$ cat config.mk
export PLATFORM = sky130hd
export DESIGN_NAME = i2s_audio_tx_flat
export DESIGN_NICKNAME = d
export VERILOG_FILES = /design/src/rtl/i2s_audio_tx_pkg.sv /design/src/rtl/i2s_audio_tx_if.sv /design/src/rtl/i2s_audio_tx_pair_sum.sv /design/src/rtl/i2s_audio_tx.sv /design/src/flat_wrapper.sv
export SDC_FILE = /design/constraint.sdc
export NUM_CORES = 1
export LEC_CHECK = 0
export BUFFER_PORTS_ARGS = -buffer_cell sky130_fd_sc_hd__buf_2
export CAP_MARGIN = 20
export CORE_ASPECT_RATIO = 2
export CORE_MARGIN = 3
export CORE_UTILIZATION = 40
export DETAILED_ROUTE_END_ITERATION = 12
export GPL_TIMING_DRIVEN = 0
export SLEW_MARGIN = 20
export SYNTH_ARGS = -nofsm -noshare
export SYNTH_HDL_FRONTEND = slang
export SYNTH_SLANG_ARGS = --single-unit
$ cat constraint.sdc
create_clock -name Clk -period 2.9 [get_ports Clk]
set_input_delay 0.435 -clock Clk [delete_from_list [all_inputs] [get_ports Clk]]
set_output_delay 0.435 -clock Clk [all_outputs]
set_load 0.1 [all_outputs]
$ cat src/rtl/i2s_audio_tx_pkg.sv
// Shared definitions for the mixer-to-I2S transmit path.
package i2s_audio_tx_pkg;

    localparam int I2S_WORD_BITS  = 16;
    localparam int I2S_FRAME_BITS = 32;
    localparam int MIX_SUM_BITS   = 10;
    localparam int MIX_IN_BITS    = 9;
    localparam int BIT_IDX_BITS   = $clog2(I2S_FRAME_BITS);

    typedef struct packed {
        logic [I2S_WORD_BITS-1:0] left;
        logic [I2S_WORD_BITS-1:0] right;
    } i2s_frame_t;

    // Offset-binary mixer sum to two's complement; mid-scale 0x200 becomes 0x0000.
    function automatic logic [I2S_WORD_BITS-1:0] to_i2s_word(input logic [MIX_SUM_BITS-1:0] sum);
        return {~sum[9], sum[8:0], 6'b000000};
    endfunction

endpackage

$ cat src/rtl/i2s_audio_tx_if.sv
// Mixer sample inputs and I2S serial outputs of the transmitter.
interface i2s_audio_tx_if;
    import i2s_audio_tx_pkg::*;

    logic [MIX_IN_BITS-1:0] audio_in_left;
    logic [MIX_IN_BITS-1:0] audio_in_right;
    logic                   i2s_bclk;
    logic                   i2s_lrclk;
    logic                   i2s_sdata;
    logic                   sample_strobe;

    modport master (
        input  audio_in_left, audio_in_right,
        output i2s_bclk, i2s_lrclk, i2s_sdata, sample_strobe
    );

    modport slave (
        output audio_in_left, audio_in_right,
        input  i2s_bclk, i2s_lrclk, i2s_sdata, sample_strobe
    );

endinterface

$ cat src/rtl/i2s_audio_tx_pair_sum.sv
// Folds the mixer's alternating AY / beeper phases into one sum per Clk.
module i2s_pair_sum
    import i2s_audio_tx_pkg::*;
(
    input  logic                    Clk,
    input  logic                    Reset,
    input  logic [MIX_IN_BITS-1:0]  audio_i,
    output logic [MIX_SUM_BITS-1:0] sum_o
);

    logic [MIX_IN_BITS-1:0]  prev_q, prev_d;
    logic [MIX_SUM_BITS-1:0] sum_q, sum_d;

    always_comb begin
        prev_d = audio_i;
        sum_d  = {1'b0, audio_i} + {1'b0, prev_q};
    end

    always_ff @(posedge Clk) begin
        if (Reset) begin
            prev_q <= '0;
            sum_q  <= '0;
        end else begin
            prev_q <= prev_d;
            sum_q  <= sum_d;
        end
    end

    assign sum_o = sum_q;

endmodule

$ cat src/rtl/i2s_audio_tx.sv
// Philips I2S stereo transmitter for the parallel mixer outputs; all timing from Clk.
module i2s_audio_tx
    import i2s_audio_tx_pkg::*;
#(
    parameter int BCLK_DIV = 8
)(
    input  logic           Clk,
    input  logic           Reset,
    i2s_audio_tx_if.master aud
);

    localparam int                DIV_W  = (BCLK_DIV > 1) ? $clog2(BCLK_DIV) : 1;
    localparam logic [DIV_W-1:0]  DIV_TC = DIV_W'(BCLK_DIV - 1);

    logic [MIX_SUM_BITS-1:0] sum_l, sum_r;

    logic [DIV_W-1:0]        div_cnt_q, div_cnt_d;
    logic                    bclk_q, bclk_d;
    logic [BIT_IDX_BITS-1:0] k_q, k_d;
    i2s_frame_t              frame_q, frame_d;
    logic                    lrclk_q, lrclk_d;
    logic                    sdata_q, sdata_d;
    logic                    strobe_q, strobe_d;
    logic                    fall;

    i2s_pair_sum u_sum_left (
        .Clk   (Clk),
        .Reset (Reset),
        .audio_i (aud.audio_in_left),
        .sum_o (sum_l)
    );

    i2s_pair_sum u_sum_right (
        .Clk   (Clk),
        .Reset (Reset),
        .audio_i (aud.audio_in_right),
        .sum_o (sum_r)
    );

    always_comb begin
        div_cnt_d = div_cnt_q + DIV_W'(1);
        bclk_d    = bclk_q;
        k_d       = k_q;
        frame_d   = frame_q;
        lrclk_d   = lrclk_q;
        sdata_d   = sdata_q;
        strobe_d  = 1'b0;
        fall      = 1'b0;

        if (div_cnt_q == DIV_TC) begin
            div_cnt_d = '0;
            bclk_d    = ~bclk_q;
            fall      = bclk_q;
        end

        // Serial outputs move only on BCLK falling edges, so they are settled for the codec's rising-edge sample.
        if (fall) begin
            k_d = k_q + BIT_IDX_BITS'(1);
            if (k_q == BIT_IDX_BITS'(I2S_FRAME_BITS - 1)) begin
                frame_d  = '{left: to_i2s_word(sum_l), right: to_i2s_word(sum_r)};
                strobe_d = 1'b1;
            end
            sdata_d = frame_d[BIT_IDX_BITS'(I2S_FRAME_BITS - 1) - k_d];
            lrclk_d = (k_d >= BIT_IDX_BITS'(15)) && (k_d <= BIT_IDX_BITS'(30));
        end
    end

    always_ff @(posedge Clk) begin
        if (Reset) begin
            div_cnt_q <= '0;
            bclk_q    <= 1'b0;
            k_q       <= BIT_IDX_BITS'(I2S_FRAME_BITS - 1);
            frame_q   <= '0;
            lrclk_q   <= 1'b0;
            sdata_q   <= 1'b0;
            strobe_q  <= 1'b0;
        end else begin
            div_cnt_q <= div_cnt_d;
            bclk_q    <= bclk_d;
            k_q       <= k_d;
            frame_q   <= frame_d;
            lrclk_q   <= lrclk_d;
            sdata_q   <= sdata_d;
            strobe_q  <= strobe_d;
        end
    end

    assign aud.i2s_bclk      = bclk_q;
    assign aud.i2s_lrclk     = lrclk_q;
    assign aud.i2s_sdata     = sdata_q;
    assign aud.sample_strobe = strobe_q;

endmodule
$ cat src/flat_wrapper.sv
// flat-port wrapper written by rule: the top's interface ports become plain ports
module i2s_audio_tx_flat import i2s_audio_tx_pkg::*;
#(
    parameter int BCLK_DIV = 8
)
  (Clk, Reset, aud_audio_in_left, aud_audio_in_right, aud_i2s_bclk, aud_i2s_lrclk, aud_i2s_sdata, aud_sample_strobe);
  i2s_audio_tx_if aud_i ();
  input  logic Clk;
  input  logic Reset;
  input wire logic [$bits(aud_i.audio_in_left)-1:0] aud_audio_in_left;
  input wire logic [$bits(aud_i.audio_in_right)-1:0] aud_audio_in_right;
  output wire logic [$bits(aud_i.i2s_bclk)-1:0] aud_i2s_bclk;
  output wire logic [$bits(aud_i.i2s_lrclk)-1:0] aud_i2s_lrclk;
  output wire logic [$bits(aud_i.i2s_sdata)-1:0] aud_i2s_sdata;
  output wire logic [$bits(aud_i.sample_strobe)-1:0] aud_sample_strobe;
  assign aud_i.audio_in_left = aud_audio_in_left;
  assign aud_i.audio_in_right = aud_audio_in_right;
  assign aud_i2s_bclk = aud_i.i2s_bclk;
  assign aud_i2s_lrclk = aud_i.i2s_lrclk;
  assign aud_i2s_sdata = aud_i.i2s_sdata;
  assign aud_sample_strobe = aud_i.sample_strobe;
  i2s_audio_tx #(.BCLK_DIV(BCLK_DIV)) u_core (.Clk(Clk), .Reset(Reset), .aud(aud_i));
endmodule
# Word level (Yosys, flattened, before mapping)

Cells that the tools add are included.

Bits in registers: 82
Input port bits: 20
Output and inout bits: 4
Word-level logic and storage cells: 35

Add/sub/neg operators: 5
Magnitude comparators: 3
Equal/unequal tests: 2
Mux-type cells: 6
Bitwise operators: 4
Reduce and logical (&&, ||, !) cells: 3

Operators by type and width:

| cell                  | number |
|---|---|
| $mux W32              | 2 |
| $add A9 B9 Y10        | 2 |
| $lt A5 B6 Y1 const B  | 1 |
| $add A5 B1 Y5 const B | 1 |
| $bmux W1 S5           | 1 |
| $eq A5 B5 Y1 const B  | 1 |
| $ge A5 B4 Y1 const B  | 1 |
| $le A5 B5 Y1 const B  | 1 |
| $sub A5 B5 Y5 const A | 1 |
| $not A1 Y1            | 4 |
| $reduce_or A2 Y1      | 2 |
| $add A3 B1 Y3 const B | 1 |
| $eq A3 B3 Y1 const B  | 1 |
| $mux W1               | 3 |
| $logic_and A1 B1 Y1   | 1 |

# Longest topological paths before layout

Gate-level depths: netlist (run 1).

Depth after elaboration: 5
Depth in mapped cells: 10
Depth with buffers taken out: 8

# Cells and area by module

Synthesis (run 1) repeated with hierarchy kept, for this count alone.

Cell total of the unflattened synthesis: 396
Area, all modules: 3854.9 um^2

By module, submodules not included:

| module       | times used | cells an instance | area each (um^2) | seq. area each (um^2) |
|---|---|---|---|---|
| i2s_audio_tx | 1          | 216               | 2065.7           | 880.8 |
| i2s_pair_sum | 2          | 90                | 894.6            | 380.4 |

# Least setup slack after synthesis (run 1)

No wires, ideal clock.

Kind: reg2reg
Start: register u_core.k_q[0]
End: register u_core.sdata_q, in the netlist u_core.aud.i2s_sdata
Library setup time: 0.132 ns
Data arrival time: 2.273 ns
Required time: 2.768 ns
Slack: 0.495 ns
Stages on the path, launching flop included: 11
Path buffers: 3
Clock period less this slack: 2.405 ns
Cell sequence: dfxtp_1 buf_6 inv_1 ha_1 buf_4 buf_4 mux4_2 and2b_1 mux4_2 a31oi_1 o31ai_1

Word-level cells in the longest chain between the ends: 5
Elaborated cells between the ends (all ways): 7
Those cells by class: add/sub (2); eq/ne (1); mux (4)

RTL lines:

| element                                               | line               | source |
|---|---|---|
| start, declared                                       | i2s_audio_tx.sv:19 | `logic [BIT_IDX_BITS-1:0] k_q, k_d;` |
| start signal, assigned                                | i2s_audio_tx.sv:72 | `k_q <= BIT_IDX_BITS'(I2S_FRAME_BITS - 1);` |
| start signal, assigned                                | i2s_audio_tx.sv:80 | `k_q <= k_d;` |
| branches (longest 3 deep; another with $add A5 B1 Y5) | --                 |  |
| $bmux W1 S5 *                                         | i2s_audio_tx.sv:63 | `sdata_d = frame_d[BIT_IDX_BITS'(I2S_FRAME_BITS - 1) - k_d];` |
| $mux W1 (implied by the code) *                       | i2s_audio_tx.sv:63 |  |
| end signal, assigned                                  | i2s_audio_tx.sv:83 | `sdata_q <= sdata_d;` |
| end, declared                                         | i2s_audio_tx.sv:22 | `logic sdata_q, sdata_d;` |

Every way passes the cells marked *. The select of a mux whose other input is x is not followed.
A chain may end at the register's enable or synchronous reset.

# Final worst setup path (run 1)

Same ends and word-level chain as after synthesis.

==> out/qor.txt, run 1 <==
STA
------------------------------------------------------------------------------------------------------
Final setup violation count .............................................................            0
Setup repair after global routing missed its margin .....................................           no
Final worst-path cycle share ............................................................        91.1%
Summed negative setup slack over all endpoints ..........................................         0 ns
Final period demand of the worst path ...................................................      2.64 ns
Final setup skew ........................................................................   0.00646 ns
Slew at the pin closest to its max-slew limit ...........................................     0.725 ns
Count of endpoints failing hold in the final timing report ..............................            0
Highest achievable clock rate ...........................................................      379 MHz
Rel. slew slack .........................................................................        51.5%
Number of slew-limit violations in the final report .....................................            0

SYNTH
------------------------------------------------------------------------------------------------------
Number of cells produced by synthesis ...................................................          339
Net count of the mapped netlist .........................................................          384
Most used standard cell by instance count after synthesis ............................... sky130_fd_sc_hd__dfxtp_1
Mean cell area of the mapped netlist ....................................................     10.7 um2
Yosys warning total .....................................................................            0
Largest cells by area after synthesis ................................................... sky130_fd_sc_hd__dfxtp_1 (45%), sky130_fd_sc_hd__ha_1 (7.9%), sky130_fd_sc_hd__mux4_2 (6.8%), sky130_fd_sc_hd__a22o_1 (4.8%), sky130_fd_sc_hd__nor2b_1 (4.7%)
Sequential cell area fraction in the yosys report .......................................        45.2%
Leading area contributor after synthesis ................................................ sky130_fd_sc_hd__dfxtp_1
Predominant post-synthesis flop cell .................................................... sky130_fd_sc_hd__dfxtp_1
Distinct cell type count of the synthesized netlist .....................................           45
Mapped Area .............................................................................     3630 um2
Number of synthesized register bits .....................................................           82
Most used standard cells in the synthesized netlist ..................................... sky130_fd_sc_hd__dfxtp_1 (82), sky130_fd_sc_hd__nor2b_1 (27), sky130_fd_sc_hd__ha_1 (23)
Post-synth top area share ...............................................................        45.2%
Count of flip-flops with a built-in enable after synthesis ..............................            0
Async set or reset register ratio after synthesis .......................................           0%

GRT
------------------------------------------------------------------------------------------------------
Antenna violations before repair ........................................................            0
First-pass GRT wire length ..............................................................     11700 um
Vias in the first global route ..........................................................         2520
GRT Overall Usage .......................................................................        14.9%
Largest net degree at the start of global routing .......................................           15
Grt ovf .................................................................................            0

ROUTE
------------------------------------------------------------------------------------------------------
Count of vias placed by the detailed router .............................................         2516
Total wirelength of the detailed-routed design ..........................................      6960 um
Initial DRC Count .......................................................................          118
Vias per inst ...........................................................................         5.26
Final antenna-violating net count .......................................................            0
TritonRoute pass-1 iters ................................................................            4
Routed wirelength normalized by instance count ..........................................      14.6 um
Remaining routing DRC violations ........................................................            0

CLOCK TREE
------------------------------------------------------------------------------------------------------
Clock latency of the later-clocked register in the worst-skew pair ......................      0.33 ns
CTS Buf Count ...........................................................................            9
Number of clock sinks ...................................................................           82
Clock Tree Root ......................................................................... sky130_fd_sc_hd__clkbuf_16
Clock tree from TritonCTS ...............................................................         done
Htree depth .............................................................................            3
Number of buffers between clock root and the deepest sink ...............................            2
Clock transition at the register clock pins on the worst setup and hold paths after CTS .      0.06 ns

PLACE
------------------------------------------------------------------------------------------------------
Post-detailed-placement half-perimeter wirelength .......................................      5260 um
Placer Congestion .......................................................................        0.827
Post-place instance area ................................................................     3870 um2
Port Buffer Count .......................................................................           23
Cell count after placement ..............................................................          462

SETUP PATH
------------------------------------------------------------------------------------------------------
Critical path startpoint ................................................................ u_core.k_q[0]
Classification of the worst setup path ..................................................      reg2reg
Crit Reg-Reg Startpoint ................................................................. u_core.k_q[0]
Critical path required time .............................................................      3.11 ns
Crit. End Element .......................................................................         flop
Largest stage delay on the critical path ................................................      0.44 ns
Cell chain of the critical path ......................................................... buf_6, inv_1, ha_1, buf_4, buf_4, mux4_2, and2b_1, mux4_2, a31oi_1, o31ai_1
Slowest stage cell on the critical path ................................................. sky130_fd_sc_hd__mux4_2
Largest fanout on the critical path .....................................................           10
Type of origin of the critical path .....................................................         flop
Worst path arrival time .................................................................      2.85 ns

FLOORPLAN
------------------------------------------------------------------------------------------------------
# rows ..................................................................................           48
Io pins .................................................................................           24
Area of the die .........................................................................    10300 um2
Initial Utilization .....................................................................        41.7%
Width of the die ........................................................................      73.3 um
Core region area ........................................................................     8710 um2
Y dimension of the die ..................................................................       141 um

LAYOUT
------------------------------------------------------------------------------------------------------
Summed area of non-filler cells in the final layout .....................................     4170 um2
Post-Layout Cell Count ..................................................................          478
Growth of design area from synthesis to finish ..........................................        14.8%
Share of layout cells above drive strength 1 ............................................        17.7%
Layout net count ........................................................................          418
Final antenna diode count ...............................................................            0

HOLD PATH
------------------------------------------------------------------------------------------------------
Class of the tightest hold or removal check .............................................       in2reg
Beginning of the worst hold path ........................................................ aud_audio_in_left[5]

POWER
------------------------------------------------------------------------------------------------------
Leakage power ...........................................................................      1.77 nW
Maximum resistive drop on vdd ...........................................................   0.000396 V
Power per Cell Area .....................................................................   610 nW/um2

JOB
------------------------------------------------------------------------------------------------------
Number of maximum-capacitance constraint violations .....................................            0

RUN STATUS
------------------------------------------------------------------------------------------------------
Run status .............................................................................. finished clean

[final cells by class]
class / count / area, um2
fill: 785 / 4540
multi-input combinational: 225 / 1830
sequential: 82 / 1640
clock buffer: 10 / 229
tap: 100 / 125
timing repair buffer: 23 / 115
buffer: 17 / 97.6
clock inverter: 6 / 66.3
inverter: 15 / 56.3
[metrics by stage]
stage	total power [W]	utilization, %	hold WS (ns)	setup slack, ns
after CTS	0.00257	47.8	0.319	0.122
final	0.00254	47.8	0.332	0.258
after global placement	0.00144	44.4	0.413	0.135
after global routing	0.00265	47.8	0.338	0.0650
after floorplan	0.00138	-	0.404	0.495
after detailed placement	0.00144	44.4	0.419	0.141
[placed cells by master, fill, tap and decap left out, types with 3 or more instances in the layout]
master                       synthesis  routed
sky130_fd_sc_hd__xnor2_1             7       7
sky130_fd_sc_hd__ha_1               23      23
sky130_fd_sc_hd__clkinvlp_4          0       3
sky130_fd_sc_hd__mux2_2              4       4
sky130_fd_sc_hd__and3_1              4       4
sky130_fd_sc_hd__buf_2               0      23
sky130_fd_sc_hd__o31ai_1             3       3
sky130_fd_sc_hd__nand2_1            18      18
sky130_fd_sc_hd__nor3_1             10      10
sky130_fd_sc_hd__o31a_1              4       4
sky130_fd_sc_hd__and2_1             14      14
sky130_fd_sc_hd__inv_1              14      14
sky130_fd_sc_hd__nor2b_1            27      27
sky130_fd_sc_hd__dfxtp_1            82      81
sky130_fd_sc_hd__nor2_1             19      19
sky130_fd_sc_hd__clkbuf_1            9      10
sky130_fd_sc_hd__clkbuf_16           0       9
sky130_fd_sc_hd__a22o_1             20      20
sky130_fd_sc_hd__o211ai_1            4       4
sky130_fd_sc_hd__mux4_2             11      11
sky130_fd_sc_hd__buf_4               5       5
sky130_fd_sc_hd__a21o_1              4       4
sky130_fd_sc_hd__o21ai_0             7       7
sky130_fd_sc_hd__a21oi_1             9       9
sky130_fd_sc_hd__xor2_1              4       4
[worst paths after layout]
path	to	slack [ns]	depth (start not counted)
max	u_core.aud.i2s_sdata	0.26	10
min	u_core.u_sum_left.prev_q[5]	0.33	2
max reg2reg	u_core.aud.i2s_sdata	0.26	10
min reg2reg	u_core.div_cnt_q[0]	0.42	1
[cells by family (layout without fill, tap and decap cells)]
kind of cell,count (synthesis),count (layout),synth area share (%)
AND/OR/NAND/NOR,109,109,16.3
flip-flops,82,82,45.2
adder cells (fa/ha/maj),25,25,9.03
multiplexers,17,17,9.52
AO/OA/AOI/OAI,63,63,13.0
XOR/XNOR,11,11,2.66
buffers and inverters,32,71,4.24
[critical path, delay by kind of cell (launching register included)]
kind | cells | cell delay [ns]
flip-flops | 1 | 0.39
multiplexers | 2 | 0.76
AND/OR/NAND/NOR | 1 | 0.17
buffers and inverters | 4 | 0.65
AO/OA/AOI/OAI | 2 | 0.27
adder cells (fa/ha/maj) | 1 | 0.28
[where the power goes]
| part | leakage [nW] | internal (W) | total [W] | switching, W |
|---|---|---|---|---|
| registers | 0.671 | 0.00117 | 0.00119 | 0.0000191 |
| clock network | 0.135 | 0.000668 | 0.00112 | 0.000456 |
| logic | 0.960 | 0.000113 | 0.000224 | 0.000111 |
[registers in the layout, summed over array words and instances (netlist names)]
register	cells
u_core.frame_q	32
u_core.u_sum_left.sum_o	10
u_core.u_sum_right.sum_o	10
u_core.u_sum_left.prev_q	9
u_core.u_sum_right.prev_q	9
u_core.k_q	5
u_core.div_cnt_q	3
u_core.aud.i2s_bclk	1
u_core.aud.i2s_lrclk	1
u_core.aud.i2s_sdata	1
u_core.aud.sample_strobe	1
[metal layers]
layer / share of wire [%] / up-vias / GRT usage [%]
li1: - / 1272 / -
met1: 38 / 1185 / 15.3
met2: 55 / 38 / 26.0
met3: 2.5 / 21 / 3.35
met4: 4.4 / 0 / 9.46
met5: 0 / - / 0
[timing repair]
action / 4_1_cts / 5_1_grt
setup endpoints to repair: 0 / 1
hold buffers: 0 / 0
gates resized for setup: 0 / 1
setup buffers: 0 / 0
Note: power is estimated with default switching activity, not from simulation.
==> run 2, diff against run 1 <==
- ABC_AREA: not set -> 1
- CTS_CLUSTER_SIZE: not set -> 40
- clock period: 2.9 -> 3 ns (I/O delays scaled with it)
==> run 2 against run 1 <==
Compared with the run above: synthesized cell count is 58% higher; total power is 8.4% higher; via count is 33% higher; highest routed layer unchanged; synthesized area is 5.7% higher; sequential share of layout area is 2.3 points lower; count of clock-buffer cells in the layout stayed put; maximum frequency is 20% higher; clock power is 13% higher; critical path depth is 5 higher; global-route usage is 2.7 points higher; setup slack better by 0.54 ns.
==> out/qor.txt, run 2 <==
POWER
------------------------------------------------------------------------------------------------------
Power per Cell Area .....................................................................   623 nW/um2   +2.1%
Maximum resistive drop on vdd ...........................................................   0.000445 V   +13%
Leakage power ...........................................................................      2.24 nW   +27%
Overall power of the completed layout ...................................................    0.00275 W   +8.4%

SETUP PATH
------------------------------------------------------------------------------------------------------
Classification of the worst setup path ..................................................      reg2reg
Crit Reg-Reg Startpoint ................................................................. u_core.k_q[0]
Type of origin of the critical path .....................................................         flop
Endpoint of the worst-slack reg-to-reg timing path ...................................... u_core.aud.i2s_sdata
Worst path arrival time .................................................................      2.48 ns   -0.37 ns
Largest fanout on the critical path .....................................................           10   unchanged
Cell count along the critical path ......................................................           15   +5
Largest stage delay on the critical path ................................................      0.37 ns   -0.07 ns
FF-to-FF path depth .....................................................................           15   +5
Slowest stage cell on the critical path ................................................. sky130_fd_sc_hd__nor2_1
Buf+Inv Stages, Crit Path ...............................................................            4   unchanged
Largest delay contributor family on the critical path ................................... simple AND/OR/NAND/NOR gates
Crit. End Element .......................................................................         flop
Critical path required time .............................................................      3.28 ns   +0.17 ns
Most common cell on crit path ........................................................... sky130_fd_sc_hd__nand2_1
Minimum setup slack among reg-to-reg paths ..............................................      0.80 ns   +0.54 ns
Cell chain of the critical path ......................................................... buf_4, inv_2, buf_4, ha_1, nor2_1, nand2_1, nand2_1, inv_1, nand3_1, nand2_1, nor2_1, nand2_1, nand2_1, nand2_1, nand3_1

LAYOUT
------------------------------------------------------------------------------------------------------
Multi-input gate area ...................................................................     1760 um2   -3.8%
Commonest non-fill, non-tap cells in the layout ......................................... sky130_fd_sc_hd__nand2_1 (106), sky130_fd_sc_hd__inv_1 (84), sky130_fd_sc_hd__dfxtp_1 (82)
Share of layout cells above drive strength 1 ............................................        10.1%   -7.6 points
Final antenna diode count ...............................................................            0   unchanged
Number of fill cells in the layout ......................................................          957   +22%
Largest register FFs ....................................................................           32   unchanged
Post-Layout Cell Count ..................................................................          678   +42%
Growth of design area from synthesis to finish ..........................................        15.2%
Final core utilization ..................................................................        47.1%   -0.72 points
Register ranked first by flip-flop count ................................................ u_core.frame_q
Most common cell after layout, fill and taps aside ...................................... sky130_fd_sc_hd__nand2_1
Layout net count ........................................................................          614   +47%
Sequential standard cell area ...........................................................     1640 um2   about the same

SYNTH
------------------------------------------------------------------------------------------------------
Post-synth top area share ...............................................................        42.8%   -2.4 points
Yosys warning total .....................................................................            0   unchanged
Predominant post-synthesis flop cell .................................................... sky130_fd_sc_hd__dfxtp_1
Number of cells produced by synthesis ...................................................          536   +58%
Leading area contributor after synthesis ................................................ sky130_fd_sc_hd__dfxtp_1
Async set or reset register ratio after synthesis .......................................           0%   unchanged
Largest cells by area after synthesis ................................................... sky130_fd_sc_hd__dfxtp_1 (43%), sky130_fd_sc_hd__nand2_1 (10%), sky130_fd_sc_hd__nand3_1 (9.4%), sky130_fd_sc_hd__inv_1 (8.2%), sky130_fd_sc_hd__ha_1 (7.5%)
Mapped Area .............................................................................     3840 um2   +5.7%
Net count of the mapped netlist .........................................................          581   +51%
Most used standard cell by instance count after synthesis ............................... sky130_fd_sc_hd__nand2_1
Distinct cell type count of the synthesized netlist .....................................           25   -44%
Count of flip-flops with a built-in enable after synthesis ..............................            0   unchanged
Sequential cell area fraction in the yosys report .......................................        42.8%   -2.4 points
Most used standard cells in the synthesized netlist ..................................... sky130_fd_sc_hd__nand2_1 (106), sky130_fd_sc_hd__inv_1 (84), sky130_fd_sc_hd__dfxtp_1 (82)
Mean cell area of the mapped netlist ....................................................     7.16 um2   -33%
Number of synthesized register bits .....................................................           82   unchanged

GRT
------------------------------------------------------------------------------------------------------
First-pass GRT wire length ..............................................................     14500 um   +24%
Antenna violations before repair ........................................................            0   unchanged
Grt ovf .................................................................................            0   unchanged
GRT Overall Usage .......................................................................        17.6%   +2.7 points
Largest net degree at the start of global routing .......................................           15   unchanged
Vias in the first global route ..........................................................         3187   +26%

FLOORPLAN
------------------------------------------------------------------------------------------------------
Area of the die .........................................................................    10900 um2   +5.4%
Width of the die ........................................................................      75.2 um   +2.6%
Io pins .................................................................................           24   unchanged
Initial Utilization .....................................................................        40.9%   -0.79 points
Y dimension of the die ..................................................................       144 um   +2.7%
Core region area ........................................................................     9380 um2   +7.8%
# rows ..................................................................................           50   +4.2%

ROUTE
------------------------------------------------------------------------------------------------------
Routed wirelength normalized by instance count ..........................................      12.8 um   -12%
Vias per inst ...........................................................................         4.92   -6.5%
Total wirelength of the detailed-routed design ..........................................      8710 um   +25%
Uppermost routed layer ..................................................................         met4
Routed wire length on met3 ..............................................................       284 um   +60%
Count of vias placed by the detailed router .............................................         3338   +33%
Final antenna-violating net count .......................................................            0   unchanged
Initial DRC Count .......................................................................          173   +47%
Met2 layer wire length in the routed design .............................................      4670 um   +22%
Met1 WL .................................................................................      3420 um   +28%
TritonRoute pass-1 iters ................................................................            4   unchanged
Remaining routing DRC violations ........................................................            0   unchanged

CLOCK TREE
------------------------------------------------------------------------------------------------------
Clock Tree Root ......................................................................... sky130_fd_sc_hd__clkbuf_16
Buffers inserted by post-CTS timing repair ..............................................            0   unchanged
Hold Buf Count CTS ......................................................................            0   unchanged
Clock latency of the later-clocked register in the worst-skew pair ......................      0.34 ns   about the same
Htree depth .............................................................................            3   unchanged
Resized Gates After CTS .................................................................            0   unchanged
Clock tree from TritonCTS ...............................................................         done
Clock transition at the register clock pins on the worst setup and hold paths after CTS .      0.06 ns   about the same
Number of clock sinks ...................................................................           82   unchanged
Number of buffers between clock root and the deepest sink ...............................            2   unchanged
CTS Buf Count ...........................................................................            9   unchanged

HOLD PATH
------------------------------------------------------------------------------------------------------
Beginning of the worst hold path ........................................................ aud_audio_in_left[8]
Hold Path Sink .......................................................................... u_core.u_sum_left.prev_q[8]
Class of the tightest hold or removal check .............................................       in2reg
Count of cells along the worst hold path ................................................            3   +1

STA
------------------------------------------------------------------------------------------------------
Final setup violation count .............................................................            0   unchanged
Final period demand of the worst path ...................................................      2.20 ns   -0.442 ns
Setup repair after global routing missed its margin .....................................           no
Number of slew-limit violations in the final report .....................................            0   unchanged
Summed negative setup slack over all endpoints ..........................................         0 ns   unchanged
Highest achievable clock rate ...........................................................      455 MHz   +20%
Final worst-path cycle share ............................................................        73.3%   -18 points
Rel. slew slack .........................................................................        61.2%   +9.7 points
Final setup skew ........................................................................   0.00885 ns   +0.00238 ns
Count of endpoints failing hold in the final timing report ..............................            0   unchanged
Slew at the pin closest to its max-slew limit ...........................................     0.582 ns   -0.143 ns

RUN STATUS
------------------------------------------------------------------------------------------------------
Run status .............................................................................. finished clean

PLACE
------------------------------------------------------------------------------------------------------
Post-detailed-placement half-perimeter wirelength .......................................      6730 um   +28%
Port Buffer Count .......................................................................           22   -4.3%
Placer Congestion .......................................................................        0.896   +8.4%
Cell count after placement ..............................................................          662   +43%

JOB
------------------------------------------------------------------------------------------------------
Number of maximum-capacitance constraint violations .....................................            0   unchanged

run 2: changes by cell type after synthesis, moves of 8 or more:
cell                      delta
sky130_fd_sc_hd__mux4_2     -11
sky130_fd_sc_hd__nor3_1      -8
sky130_fd_sc_hd__nand3_1    +70
sky130_fd_sc_hd__nor2_1     +44
sky130_fd_sc_hd__o21ai_0    +30
sky130_fd_sc_hd__buf_2       +9
sky130_fd_sc_hd__a21oi_1    +16
sky130_fd_sc_hd__nand2_1    +88
sky130_fd_sc_hd__nor2b_1    -27
sky130_fd_sc_hd__and2_1     -14
sky130_fd_sc_hd__inv_1      +70
sky130_fd_sc_hd__a22o_1     -20
run 2: routing by layer:
metal / global-route usage [%] / up-vias
met4: 9.68 / 0
li1: - / 1766
met3: 3.41 / 21
met1: 18.2 / 1487
met5: 0 / -
met2: 31.7 / 64
run 2: worst max path at each step:
stage | startpoint | end
floorplan | u_core.aud.i2s_bclk | u_core.aud.i2s_sdata
global placement | u_core.k_q[0] | u_core.aud.i2s_sdata
detailed placement | u_core.k_q[0] | u_core.aud.i2s_sdata
CTS | u_core.k_q[0] | u_core.aud.i2s_sdata
global route | u_core.k_q[0] | u_core.aud.i2s_sdata
finish | u_core.k_q[0] | u_core.aud.i2s_sdata
run 2: stage by stage:
step                instance area (um2)  hold slack (ns)  setup slack [ns]
global route                       4420            0.330             0.587
CTS                                4420            0.326             0.791
detailed placement                 4080            0.414             0.810
finish                             4420            0.330             0.800
floorplan                          3840            0.397              1.17
global placement                   4080            0.404             0.796
run 2: logic make-up (layout without fill, tap and decap cells):
kind of cell    Yosys count  after routing  synth area share (%)
simple gates            249            249                  27.3
buf+inv                 107            145                  11.3
flops                    82             82                  42.8
compound gates           72             72                  9.88
fa+ha+maj                25             25                  8.55
xor+xnor                  1              1                 0.228
run 2: cell type report:
type                       instances  share of cell area, %
buffer                            19                   2.29
tap                              104                   2.94
inverter                          88                   7.47
sequential                        82                   37.1
clock inverter                     6                   2.60
clock buffer                      10                   5.18
timing repair buffer              22                   2.49
multi-input combinational        347                   39.9
run 2: where the power goes:
group          leakage [nW]  switching (W)  internal [W]  total (W)
Sequential            0.672      0.0000148       0.00113    0.00115
Combinational          1.41       0.000222      0.000121   0.000344
Clock                 0.163       0.000445      0.000816    0.00126
run 2: worst min-delay path, delay by kind of cell:
kind,cells,cell delay [ns]
buffers and inverters,2,0.15
AND/OR/NAND/NOR,1,0.03
